[src/rtl/vram_arbiter_if.sv]
// rtl/vram_arbiter_if.sv - bundle of CPU, VGA and RAM port signals around the video RAM arbiter
//
// Purpose: carries the CPU data port, the VGA scanout read port and the
// single-port RAM port as one bundle. The arbiter binds to the slave modport.
// The master modport is the mirror view used by whatever drives the requesters
// and models the RAM.
//
// Signals:
//   cpu_req/cpu_we/cpu_addr/cpu_wdata  CPU request, held until cpu_ack
//   cpu_rdata/cpu_ack/cpu_stall        CPU completion and stall
//   vga_req/vga_addr                   scanout read request, held until vga_ack
//   vga_rdata/vga_ack                  scanout completion
//   ram_en/ram_we/ram_addr/ram_wdata   registered RAM port drive
//   ram_rdata                          RAM read data
interface vram_arbiter_if #(
    parameter int DATA_W = 32,
    parameter int ADDR_W = 13
);
    logic              cpu_req;
    logic              cpu_we;
    logic [ADDR_W-1:0] cpu_addr;
    logic [DATA_W-1:0] cpu_wdata;
    logic [DATA_W-1:0] cpu_rdata;
    logic              cpu_ack;
    logic              cpu_stall;

    logic              vga_req;
    logic [ADDR_W-1:0] vga_addr;
    logic [DATA_W-1:0] vga_rdata;
    logic              vga_ack;

    logic              ram_en;
    logic              ram_we;
    logic [ADDR_W-1:0] ram_addr;
    logic [DATA_W-1:0] ram_wdata;
    logic [DATA_W-1:0] ram_rdata;

    modport slave (
        input  cpu_req, cpu_we, cpu_addr, cpu_wdata,
        output cpu_rdata, cpu_ack, cpu_stall,
        input  vga_req, vga_addr,
        output vga_rdata, vga_ack,
        output ram_en, ram_we, ram_addr, ram_wdata,
        input  ram_rdata
    );

    modport master (
        output cpu_req, cpu_we, cpu_addr, cpu_wdata,
        input  cpu_rdata, cpu_ack, cpu_stall,
        output vga_req, vga_addr,
        input  vga_rdata, vga_ack,
        input  ram_en, ram_we, ram_addr, ram_wdata,
        output ram_rdata
    );
endinterface

[src/rtl/vram_arbiter.sv]
// rtl/vram_arbiter.sv - shares the single-port text-mode video RAM between the CPU and VGA scanout
//
// Purpose: grants one RAM access at a time to either the CPU data port or the
// VGA scanout reader. Each access takes two cycles: the request is sampled in
// IDLE, the RAM port is driven during BUSY, and the owner's read data and
// one-cycle ack appear in the following cycle. VGA wins contested rounds
// unless the CPU has already lost MAX_WAIT rounds in a row.
//
// Ports:
//   clk    system clock, rising edge
//   rst_n  asynchronous active-low reset
//   bus    vram_arbiter_if.slave: CPU port, VGA port and RAM port
module vram_arbiter #(
    parameter int DATA_W   = 32,
    parameter int ADDR_W   = 13,
    parameter int MAX_WAIT = 4
) (
    input  logic           clk,
    input  logic           rst_n,
    vram_arbiter_if.slave  bus
);
    localparam logic [3:0] MAX_WAIT_C = 4'(MAX_WAIT);

    typedef enum logic {
        IDLE,
        BUSY
    } stateT;

    stateT             state;
    logic              ownerCpu;
    logic [3:0]        waitCnt;

    logic              ramEn;
    logic              ramWe;
    logic [ADDR_W-1:0] ramAddr;
    logic [DATA_W-1:0] ramWdata;
    logic              cpuAck;
    logic              vgaAck;
    logic [DATA_W-1:0] cpuRdata;
    logic [DATA_W-1:0] vgaRdata;

    logic              cpuWins;
    logic              vgaWins;

    // CPU takes the round when it is alone or when it has been starved long enough.
    always_comb begin
        cpuWins = 1'b0;
        vgaWins = 1'b0;
        if (bus.cpu_req && (!bus.vga_req || waitCnt == MAX_WAIT_C)) begin
            cpuWins = 1'b1;
        end else if (bus.vga_req) begin
            vgaWins = 1'b1;
        end
    end

    always_ff @(posedge clk or negedge rst_n) begin
        if (!rst_n) begin
            state    <= IDLE;
            ownerCpu <= 1'b0;
            waitCnt  <= 4'd0;
            ramEn    <= 1'b0;
            ramWe    <= 1'b0;
            ramAddr  <= '0;
            ramWdata <= '0;
            cpuAck   <= 1'b0;
            vgaAck   <= 1'b0;
            cpuRdata <= '0;
            vgaRdata <= '0;
        end else begin
            // A CPU that stops asking forfeits its accumulated priority.
            if (!bus.cpu_req) begin
                waitCnt <= 4'd0;
            end

            case (state)
                IDLE: begin
                    cpuAck <= 1'b0;
                    vgaAck <= 1'b0;
                    ramEn  <= 1'b0;
                    ramWe  <= 1'b0;
                    if (cpuWins) begin
                        ramEn    <= 1'b1;
                        ramWe    <= bus.cpu_we;
                        ramAddr  <= bus.cpu_addr;
                        ramWdata <= bus.cpu_wdata;
                        ownerCpu <= 1'b1;
                        waitCnt  <= 4'd0;
                        state    <= BUSY;
                    end else if (vgaWins) begin
                        // Scanout is read-only; ram_wdata keeps its last value.
                        ramEn    <= 1'b1;
                        ramWe    <= 1'b0;
                        ramAddr  <= bus.vga_addr;
                        ownerCpu <= 1'b0;
                        state    <= BUSY;
                        if (bus.cpu_req && waitCnt != MAX_WAIT_C) begin
                            waitCnt <= waitCnt + 4'd1;
                        end
                    end
                end

                BUSY: begin
                    // ramWe still reflects the granted access here, so it tells
                    // whether the CPU read data register should be updated.
                    ramEn <= 1'b0;
                    ramWe <= 1'b0;
                    if (ownerCpu) begin
                        cpuAck <= 1'b1;
                        if (!ramWe) begin
                            cpuRdata <= bus.ram_rdata;
                        end
                    end else begin
                        vgaAck   <= 1'b1;
                        vgaRdata <= bus.ram_rdata;
                    end
                    state <= IDLE;
                end

                default: begin
                    state <= IDLE;
                end
            endcase
        end
    end

    assign bus.ram_en    = ramEn;
    assign bus.ram_we    = ramWe;
    assign bus.ram_addr  = ramAddr;
    assign bus.ram_wdata = ramWdata;
    assign bus.cpu_ack   = cpuAck;
    assign bus.vga_ack   = vgaAck;
    assign bus.cpu_rdata = cpuRdata;
    assign bus.vga_rdata = vgaRdata;
    assign bus.cpu_stall = bus.cpu_req & ~cpuAck;
endmodule
[src/flat_wrapper.sv]
// flat-port wrapper written by rule: the top's interface ports become plain ports
module vram_arbiter_flat 
#(
    parameter int DATA_W   = 32,
    parameter int ADDR_W   = 13,
    parameter int MAX_WAIT = 4
)
  (clk, rst_n, bus_cpu_req, bus_cpu_we, bus_cpu_addr, bus_cpu_wdata, bus_cpu_rdata, bus_cpu_ack, bus_cpu_stall, bus_vga_req, bus_vga_addr, bus_vga_rdata, bus_vga_ack, bus_ram_en, bus_ram_we, bus_ram_addr, bus_ram_wdata, bus_ram_rdata);
  vram_arbiter_if #(.DATA_W(DATA_W), .ADDR_W(ADDR_W)) bus_i ();
  input  logic clk;
  input  logic rst_n;
  input wire logic [$bits(bus_i.cpu_req)-1:0] bus_cpu_req;
  input wire logic [$bits(bus_i.cpu_we)-1:0] bus_cpu_we;
  input wire logic [$bits(bus_i.cpu_addr)-1:0] bus_cpu_addr;
  input wire logic [$bits(bus_i.cpu_wdata)-1:0] bus_cpu_wdata;
  output wire logic [$bits(bus_i.cpu_rdata)-1:0] bus_cpu_rdata;
  output wire logic [$bits(bus_i.cpu_ack)-1:0] bus_cpu_ack;
  output wire logic [$bits(bus_i.cpu_stall)-1:0] bus_cpu_stall;
  input wire logic [$bits(bus_i.vga_req)-1:0] bus_vga_req;
  input wire logic [$bits(bus_i.vga_addr)-1:0] bus_vga_addr;
  output wire logic [$bits(bus_i.vga_rdata)-1:0] bus_vga_rdata;
  output wire logic [$bits(bus_i.vga_ack)-1:0] bus_vga_ack;
  output wire logic [$bits(bus_i.ram_en)-1:0] bus_ram_en;
  output wire logic [$bits(bus_i.ram_we)-1:0] bus_ram_we;
  output wire logic [$bits(bus_i.ram_addr)-1:0] bus_ram_addr;
  output wire logic [$bits(bus_i.ram_wdata)-1:0] bus_ram_wdata;
  input wire logic [$bits(bus_i.ram_rdata)-1:0] bus_ram_rdata;
  assign bus_i.cpu_req = bus_cpu_req;
  assign bus_i.cpu_we = bus_cpu_we;
  assign bus_i.cpu_addr = bus_cpu_addr;
  assign bus_i.cpu_wdata = bus_cpu_wdata;
  assign bus_cpu_rdata = bus_i.cpu_rdata;
  assign bus_cpu_ack = bus_i.cpu_ack;
  assign bus_cpu_stall = bus_i.cpu_stall;
  assign bus_i.vga_req = bus_vga_req;
  assign bus_i.vga_addr = bus_vga_addr;
  assign bus_vga_rdata = bus_i.vga_rdata;
  assign bus_vga_ack = bus_i.vga_ack;
  assign bus_ram_en = bus_i.ram_en;
  assign bus_ram_we = bus_i.ram_we;
  assign bus_ram_addr = bus_i.ram_addr;
  assign bus_ram_wdata = bus_i.ram_wdata;
  assign bus_i.ram_rdata = bus_ram_rdata;
  vram_arbiter #(.DATA_W(DATA_W), .ADDR_W(ADDR_W), .MAX_WAIT(MAX_WAIT)) u_core (.clk(clk), .rst_n(rst_n), .bus(bus_i));
endmodule
[config.mk]
export PLATFORM = sky130hd
export DESIGN_NAME = vram_arbiter_flat
export DESIGN_NICKNAME = d
export VERILOG_FILES = /design/src/rtl/vram_arbiter_if.sv /design/src/rtl/vram_arbiter.sv /design/src/flat_wrapper.sv
export SDC_FILE = /design/constraint.sdc
export NUM_CORES = 1
export LEC_CHECK = 0
export BUFFER_PORTS_ARGS = -buffer_cell sky130_fd_sc_hd__buf_4
export CAP_MARGIN = 10
export CORE_MARGIN = 5
export CORE_UTILIZATION = 40
export CTS_CLUSTER_SIZE = 30
export DETAILED_ROUTE_END_ITERATION = 6
export PLACE_DENSITY = 0.7
export SETUP_SLACK_MARGIN = 0.4
export SLEW_MARGIN = 20
export SYNTH_ARGS = -nofsm -noshare
export SYNTH_HDL_FRONTEND = slang
export SYNTH_SLANG_ARGS = --single-unit
[constraint.sdc]
create_clock -name clk -period 2.4 [get_ports clk]
set_input_delay 0.24 -clock clk [delete_from_list [all_inputs] [get_ports clk]]
set_output_delay 0.24 -clock clk [all_outputs]
set_load 0.01 [all_outputs]
==> results of run 1 <==
synth_stat cells, types with 2 or more instances:
cell type	number
dfrtp_1	118
mux2_2	63
mux2_1	33
nand2_1	27
nor2_1	14
a31oi_1	13
buf_2	6
buf_6	6
nor2b_1	5
inv_1	3
a21boi_0	2
ha_1	2
nand3_1	2
nand3b_4	2
o21a_1	2
path summary, 6_finish.rpt:
kind | start | endpoint | slack (ps) | cells past startpoint
worst min-delay path | bus_cpu_we | u_core.bus.ram_we$_DFF_PN0_ | 50 | 2
min in group asynchronous | rst_n | u_core.bus.ram_wdata[31]$_DFFE_PN0P_ | 290 | 2
worst min register to register | u_core.bus.ram_wdata[9]$_DFFE_PN0P_ | u_core.bus.ram_wdata[9]$_DFFE_PN0P_ | 480 | 1
worst max register to register | u_core.waitCnt[0]$_DFF_PN0_ | u_core.bus.ram_wdata[31]$_DFFE_PN0P_ | 540 | 7
max in group asynchronous | rst_n | u_core.bus.ram_wdata[20]$_DFFE_PN0P_ | 1450 | 3
worst max-delay path | u_core.waitCnt[0]$_DFF_PN0_ | u_core.bus.ram_wdata[31]$_DFFE_PN0P_ | 540 | 7
cell families (layout without fill, tap and decap cells):
logic type / count (synthesis) / in the layout / synth area share (%)
compound gates: 24 / 24 / 3.61
simple gates: 57 / 57 / 6.41
flops: 118 / 118 / 63.6
mux: 96 / 96 / 23.3
fa+ha+maj: 2 / 2 / 0.539
buf+inv: 17 / 253 / 2.59
layout make-up:
cell class	instances	area [um^2]	area share, %
tap	143	179	2.55
timing repair buffer	219	1690	24.0
multi-input combinational	179	1570	22.4
clock buffer	22	464	6.61
sequential	118	2950	42.1
clock inverter	9	150	2.14
inverter	3	11.3	0.160
worst register-to-register path: stages (launching register included):
cell      delay (ps)
dfrtp_1          400
inv_1             90
ha_2             220
nand3b_4         110
a21bo_4          250
nor2_8           130
buf_12           180
mux2_2           360
registers in the layout (all words and copies together), names as in the netlist:
name,cells
u_core.state,1
u_core.bus.cpu_rdata,32
u_core.bus.cpu_ack,1
u_core.ownerCpu,1
u_core.bus.ram_addr,13
u_core.waitCnt,4
u_core.bus.ram_we,1
u_core.bus.vga_rdata,32
u_core.bus.ram_wdata,32
u_core.bus.vga_ack,1
stage by stage:
step	util (%)	std cells	setup slack, ps	instance area (um^2)
2_1_floorplan	-	314	662	4640
6_report	61.5	693	544	7020
5_1_grt	61.5	693	448	7020
3_3_place_gp	55.8	659	408	6370
3_5_place_dp	55.8	659	338	6370
4_1_cts	61.4	692	429	7010
metal layers:
metal / global-route usage (%) / vias to the layer above
li1: - / 1551
met1: 18.9 / 1608
met5: 0 / -
met3: 7.64 / 10
met4: 4.87 / 0
met2: 25.8 / 138
where the power goes:
group	total [W]	switching [W]	internal, W
Combinational	0.00208	0.000855	0.00123
Sequential	0.00287	0.000308	0.00256
Clock	0.00261	0.000832	0.00178
repair_timing:
action                     in CTS  in global routing
cloned                          0                  0
hold endpoints to repair       22                  0
hold buffers                    1                  0
setup endpoints to repair      23                 32
pin swaps                       1                  1
gates resized for setup         0                  2
setup buffers                   1                  1
==> reports/metrics.yaml, run 1 <==
status:
  outcome: "completed"
sta:
  slew_violations: 0
  whs_ps: 54.1
  clock.fmax_mhz: 539
  worstMarginPinSlew_ps: 452
  post-route-period-util_pct: 77.3
  finalSetupViolCount: 0
  period_needed_ps: 1860
  setup_tns_ps: 0
  finalHoldViolCount: 0
  finClkSkew_ps: 7.44
  rsz0062_at_grt: "no"
  timing.slew.headroom_pct: 69.9
floorplan:
  die_area_um2: 13900
  ios: 209
  initial_utilization_pct: 40.7
  die_w_um: 118
  core_area_um2: 11400
  rows: 39
  die_h_um: 118
placed_design:
  dp.final_hpwl_mm: 8.09
  portBuffers: 208
  place_congestion: 0.738
global_route:
  grt_pass1_wl_mm: 17.9
  grt_max_degree: 69
  grt_pass1_vias: 3570
  grt_use_total_pct: 16.0
  antenna_found_initial: 0
  overflow: 0
clocking:
  clkSlewWorstSetupHoldPaths_ps: 50
  cts_tree: "yes"
  clk_latency_ps: 400
  clkSinkCount: 118
  clk_path_buf_depth: 2
  h-tree-depth: 4
  cts_made_buffers: 17
  clockRootBuffer: "clkbuf_16"
setup_path:
  cpMaxStageDelayCell: "dfrtp_1"
  arrival_ps: 2140
  critical_path.max_stage_delay_ps: 400
  required_ps: 2680
  path_buf_inv: 2
  cp-end-kind: "register"
  worst_setup_path_start_kind: "register"
  path_cells: "inv_1 -> ha_2 -> nand3b_4 -> a21bo_4 -> nor2_8 -> buf_12 -> mux2_2"
  critPathMaxFanout: 23
  cp_top_family: "flip-flops"
  worstSetupPathType: "register to register"
detailed_routing:
  detail_route.iter0.violations: 241
  first_pass_iters: 4
  drc: 0
  via_per_inst: 4.77
  wl_mm: 11.0
  highest_layer: "met4"
  vias: 3307
  wl_met3_um: 997
  met1Wirelength_mm: 4.55
  dr_wl_met2_mm: 5.35
  ant_nets: 0
  post_drt_wl_per_cell_um: 15.9
synth:
  synth_top_area_share_pct: 63.6
  synth_largest_area_cell: "dfrtp_1"
  syn_area_per_cell_um2: 14.8
  yosysWarnings: 0
  netlist_top_cells_area: "dfrtp_1 (64%), mux2_2 (15%), mux2_1 (8.0%)"
  ys_seq_area_share_pct: 63.6
  synth_fp_nets: 411
  synthArstFlopShare_pct: 100
  ys_seq_elements: 118
  synth_cell_type_count: 31
  synth_edf_count: 0
  synth_ff_type: "dfrtp_1"
  synth_area_um2: 4640
  netlist_instances: 314
power:
  ir_drop_v: 0.000502
  p_per_area_nw_per_um2: 1080
  p_total_w: 0.00756
  p_leak_nw: 3.35
finish:
  area_delta_synth_final_pct: 51.1
  final_common_cell: "buf_4"
  mostFrequentLayoutCells: "buf_4 (214), dfrtp_1 (118), mux2_2 (63)"
  fill_cells: 897
  layout-drive-gt1-share_pct: 57.5
  nNetsFinal: 635
  diodes: 0
min_path:
  hp-class: "primary input to register"
job:
  cap_violations: 0
Note: power is estimated with default switching activity, not from simulation.
==> run 2, diff against run 1 <==
- PLACE_DENSITY: 0.7 -> 0.72
- clock period: 2.4 -> 1.54 ns (I/O delays scaled with it)
==> run 2 against run 1 <==
  * The flow now finishes with violations (setup timing)
  * Routed wire length up 38%
  * Register-to-register slack worse by 730 ps
  * Fmax up 7.5%
  * Critical path depth unchanged
  * Worst setup slack worse by 730 ps
  * Flip-flop and latch count unchanged
  * Clock power up 31%
  * Non-clock buffer count up 127
  * Power up 65%
  * Hold slack worse by 31 ps
  * Largest power group unchanged
==> reports/metrics.yaml, run 2 (same netlist as run 1, synthesis figures left out) <==
floorplan:
  core_area_um2: 11400  # unchanged
  die_area_um2: 13900  # unchanged
  initial_utilization_pct: 40.7  # unchanged
  ios: 209  # unchanged
  die_h_um: 118  # unchanged
  die_w_um: 118  # unchanged
  rows: 39  # unchanged
detailed_routing:
  via_per_inst: 4.76  # was 4.77
  dr_wl_met2_mm: 7.89  # was 5.35 mm
  wl_met3_mm: 1.01  # was 997 um
  wl_mm: 15.2  # was 11.0 mm
  vias: 3903  # was 3307
  met1Wirelength_mm: 6.01  # was 4.55 mm
  highest_layer: "met4"  # unchanged
  first_pass_iters: 4  # unchanged
  detail_route.iter0.violations: 190  # was 241
  post_drt_wl_per_cell_um: 18.5  # was 15.9 um
  ant_nets: 0  # unchanged
  drc: 0  # unchanged
placed_design:
  portBuffers: 208  # unchanged
  dp.final_hpwl_mm: 8.32  # was 8.09 mm
  dp.cells: 669  # was 659
  placed_area_um2: 6500  # was 6370 um^2
  pre_cts_ws_ps: -157  # was 338 ps
  place_congestion: 0.722  # was 0.738
finish:
  design_area_um2: 8740  # was 7020 um^2
  fill_cells: 675  # was 897
  final_common_cell: "buf_4"  # unchanged
  final_cells: 820  # was 693
  mostFrequentLayoutCells: "buf_4 (224), dfrtp_1 (117), dlygate4sd3_1 (80)"  # was buf_4 (214), dfrtp_1 (118), mux2_2 (63)
  layout-drive-gt1-share_pct: 56.7  # was 57.5%
  area_delta_synth_final_pct: 88.2  # was 51.1%
  nNetsFinal: 762  # was 635
clocking:
  cts_made_buffers: 17  # unchanged
  cts_tree: "yes"  # unchanged
  clkSlewWorstSetupHoldPaths_ps: 50  # about the same
  clockRootBuffer: "clkbuf_16"  # unchanged
  h-tree-depth: 4  # unchanged
  clkSinkCount: 118  # unchanged
  clk_path_buf_depth: 2  # unchanged
  clk_latency_ps: 410  # was 400 ps
setup_path:
  critPathMaxFanout: 23  # unchanged
  arrival_ps: 2000  # was 2140 ps
  required_ps: 1820  # was 2680 ps
  ff2ff_setup_slack_ps: -190  # was 540 ps
  worst_setup_path_start_kind: "register"  # unchanged
  cp-end-kind: "register"  # unchanged
  worstSetupPathType: "register to register"  # unchanged
sta:
  slew_violations: 0  # unchanged
  period_needed_ps: 1730  # was 1860 ps
  setup_tns_ps: -7340  # was 0 ps
  finalSetupViolCount: 47  # was 0
  finalHoldViolCount: 0  # unchanged
  clock.fmax_mhz: 579  # was 539 MHz
  post-route-period-util_pct: 112  # was 77.3%
  layout_setup_ws_ps: -187  # was 544 ps
  timing.slew.headroom_pct: 80.2  # was 69.9%
  rsz0062_at_grt: "yes"  # was no
  finClkSkew_ps: 7.17  # was 7.44 ps
  worstMarginPinSlew_ps: 297  # was 452 ps
power:
  p_total_w: 0.0125  # was 0.00756 W
  p_per_area_nw_per_um2: 1430  # was 1080 nW/um^2
  p_leak_nw: 4.35  # was 3.35 nW
  ir_drop_v: 0.000965  # was 0.000502 V
global_route:
  grt_pass1_wl_mm: 24.1  # was 17.9 mm
  grt_pass1_vias: 4466  # was 3570
  grt_use_total_pct: 22.1  # was 16.0%
  grt_max_degree: 55  # was 69
  antenna_found_initial: 1  # was 0
  overflow: 0  # unchanged
status:
  outcome: "complete, but fails checks"  # was completed
  violations: "setup timing"
min_path:
  hp-class: "primary input to register"  # unchanged
job:
  cap_violations: 0  # unchanged
==> run 2: final timing paths <==
| path | start | endpoint | cells after the start |
|---|---|---|---|
| worst max-delay path | u_core.waitCnt[1]$_DFF_PN0_ | u_core.bus.ram_wdata[10]$_DFFE_PN0P_ | 7 |
| worst min-delay path | bus_vga_addr[5] | u_core.bus.ram_addr[5]$_DFFE_PN0P_ | 3 |
| worst max register to register | u_core.waitCnt[1]$_DFF_PN0_ | u_core.bus.ram_wdata[10]$_DFFE_PN0P_ | 7 |
| worst min register to register | u_core.bus.ram_wdata[14]$_DFFE_PN0P_ | u_core.bus.ram_wdata[14]$_DFFE_PN0P_ | 1 |
| max in group asynchronous | rst_n | u_core.bus.cpu_rdata[13]$_DFFE_PN0P_ | 3 |
| min in group asynchronous | rst_n | u_core.bus.ram_addr[11]$_DFFE_PN0P_ | 2 |
==> run 2: through the flow <==
step	hold WS [ps]	util, %
after global placement	34.1	56.9
after detailed placement	32.0	56.9
final	23.2	76.6
after global routing	14.2	76.6
after CTS	0.365	74.8
after floorplan	-142	-
==> run 2: where the power goes <==
part	internal (W)	switching, W
Combinational	0.00282	0.00166
Clock	0.00215	0.00127
Sequential	0.00400	0.000561
Total	0.00897	0.00350
==> run 2: layout make-up <==
cell class,instances,area (um^2),share of cell area (%)
multi-input combinational,179,1910,21.9
clock inverter,5,25.0,0.286
antenna,1,2.50,0.0286
inverter,3,11.3,0.129
timing repair buffer,346,3170,36.3
tap,143,179,2.05
clock buffer,25,485,5.55
sequential,118,2950,33.8
==> run 2: critical path, cell delays in order, from the launching register on <==
cell	delay, ps
dfrtp_1	390
inv_2	80
ha_4	150
nand3b_4	90
a21bo_4	250
nor2_8	110
buf_12	180
mux2_1	350
==> run 2: metal layers <==
metal  GRT usage, %  vias up
met5              0        -
met4           9.39        0
met3           7.26       24
met2           37.2      148
met1           25.9     1938
li1               -     1793
==> run 2: repair_timing <==
item,in CTS,in global routing
setup endpoints to repair,116,133
gates cloned,8,0
hold endpoints to repair,222,0
pin swaps,13,14
resized for setup,100,25
buffers inserted,17,15
hold buffers,80,0
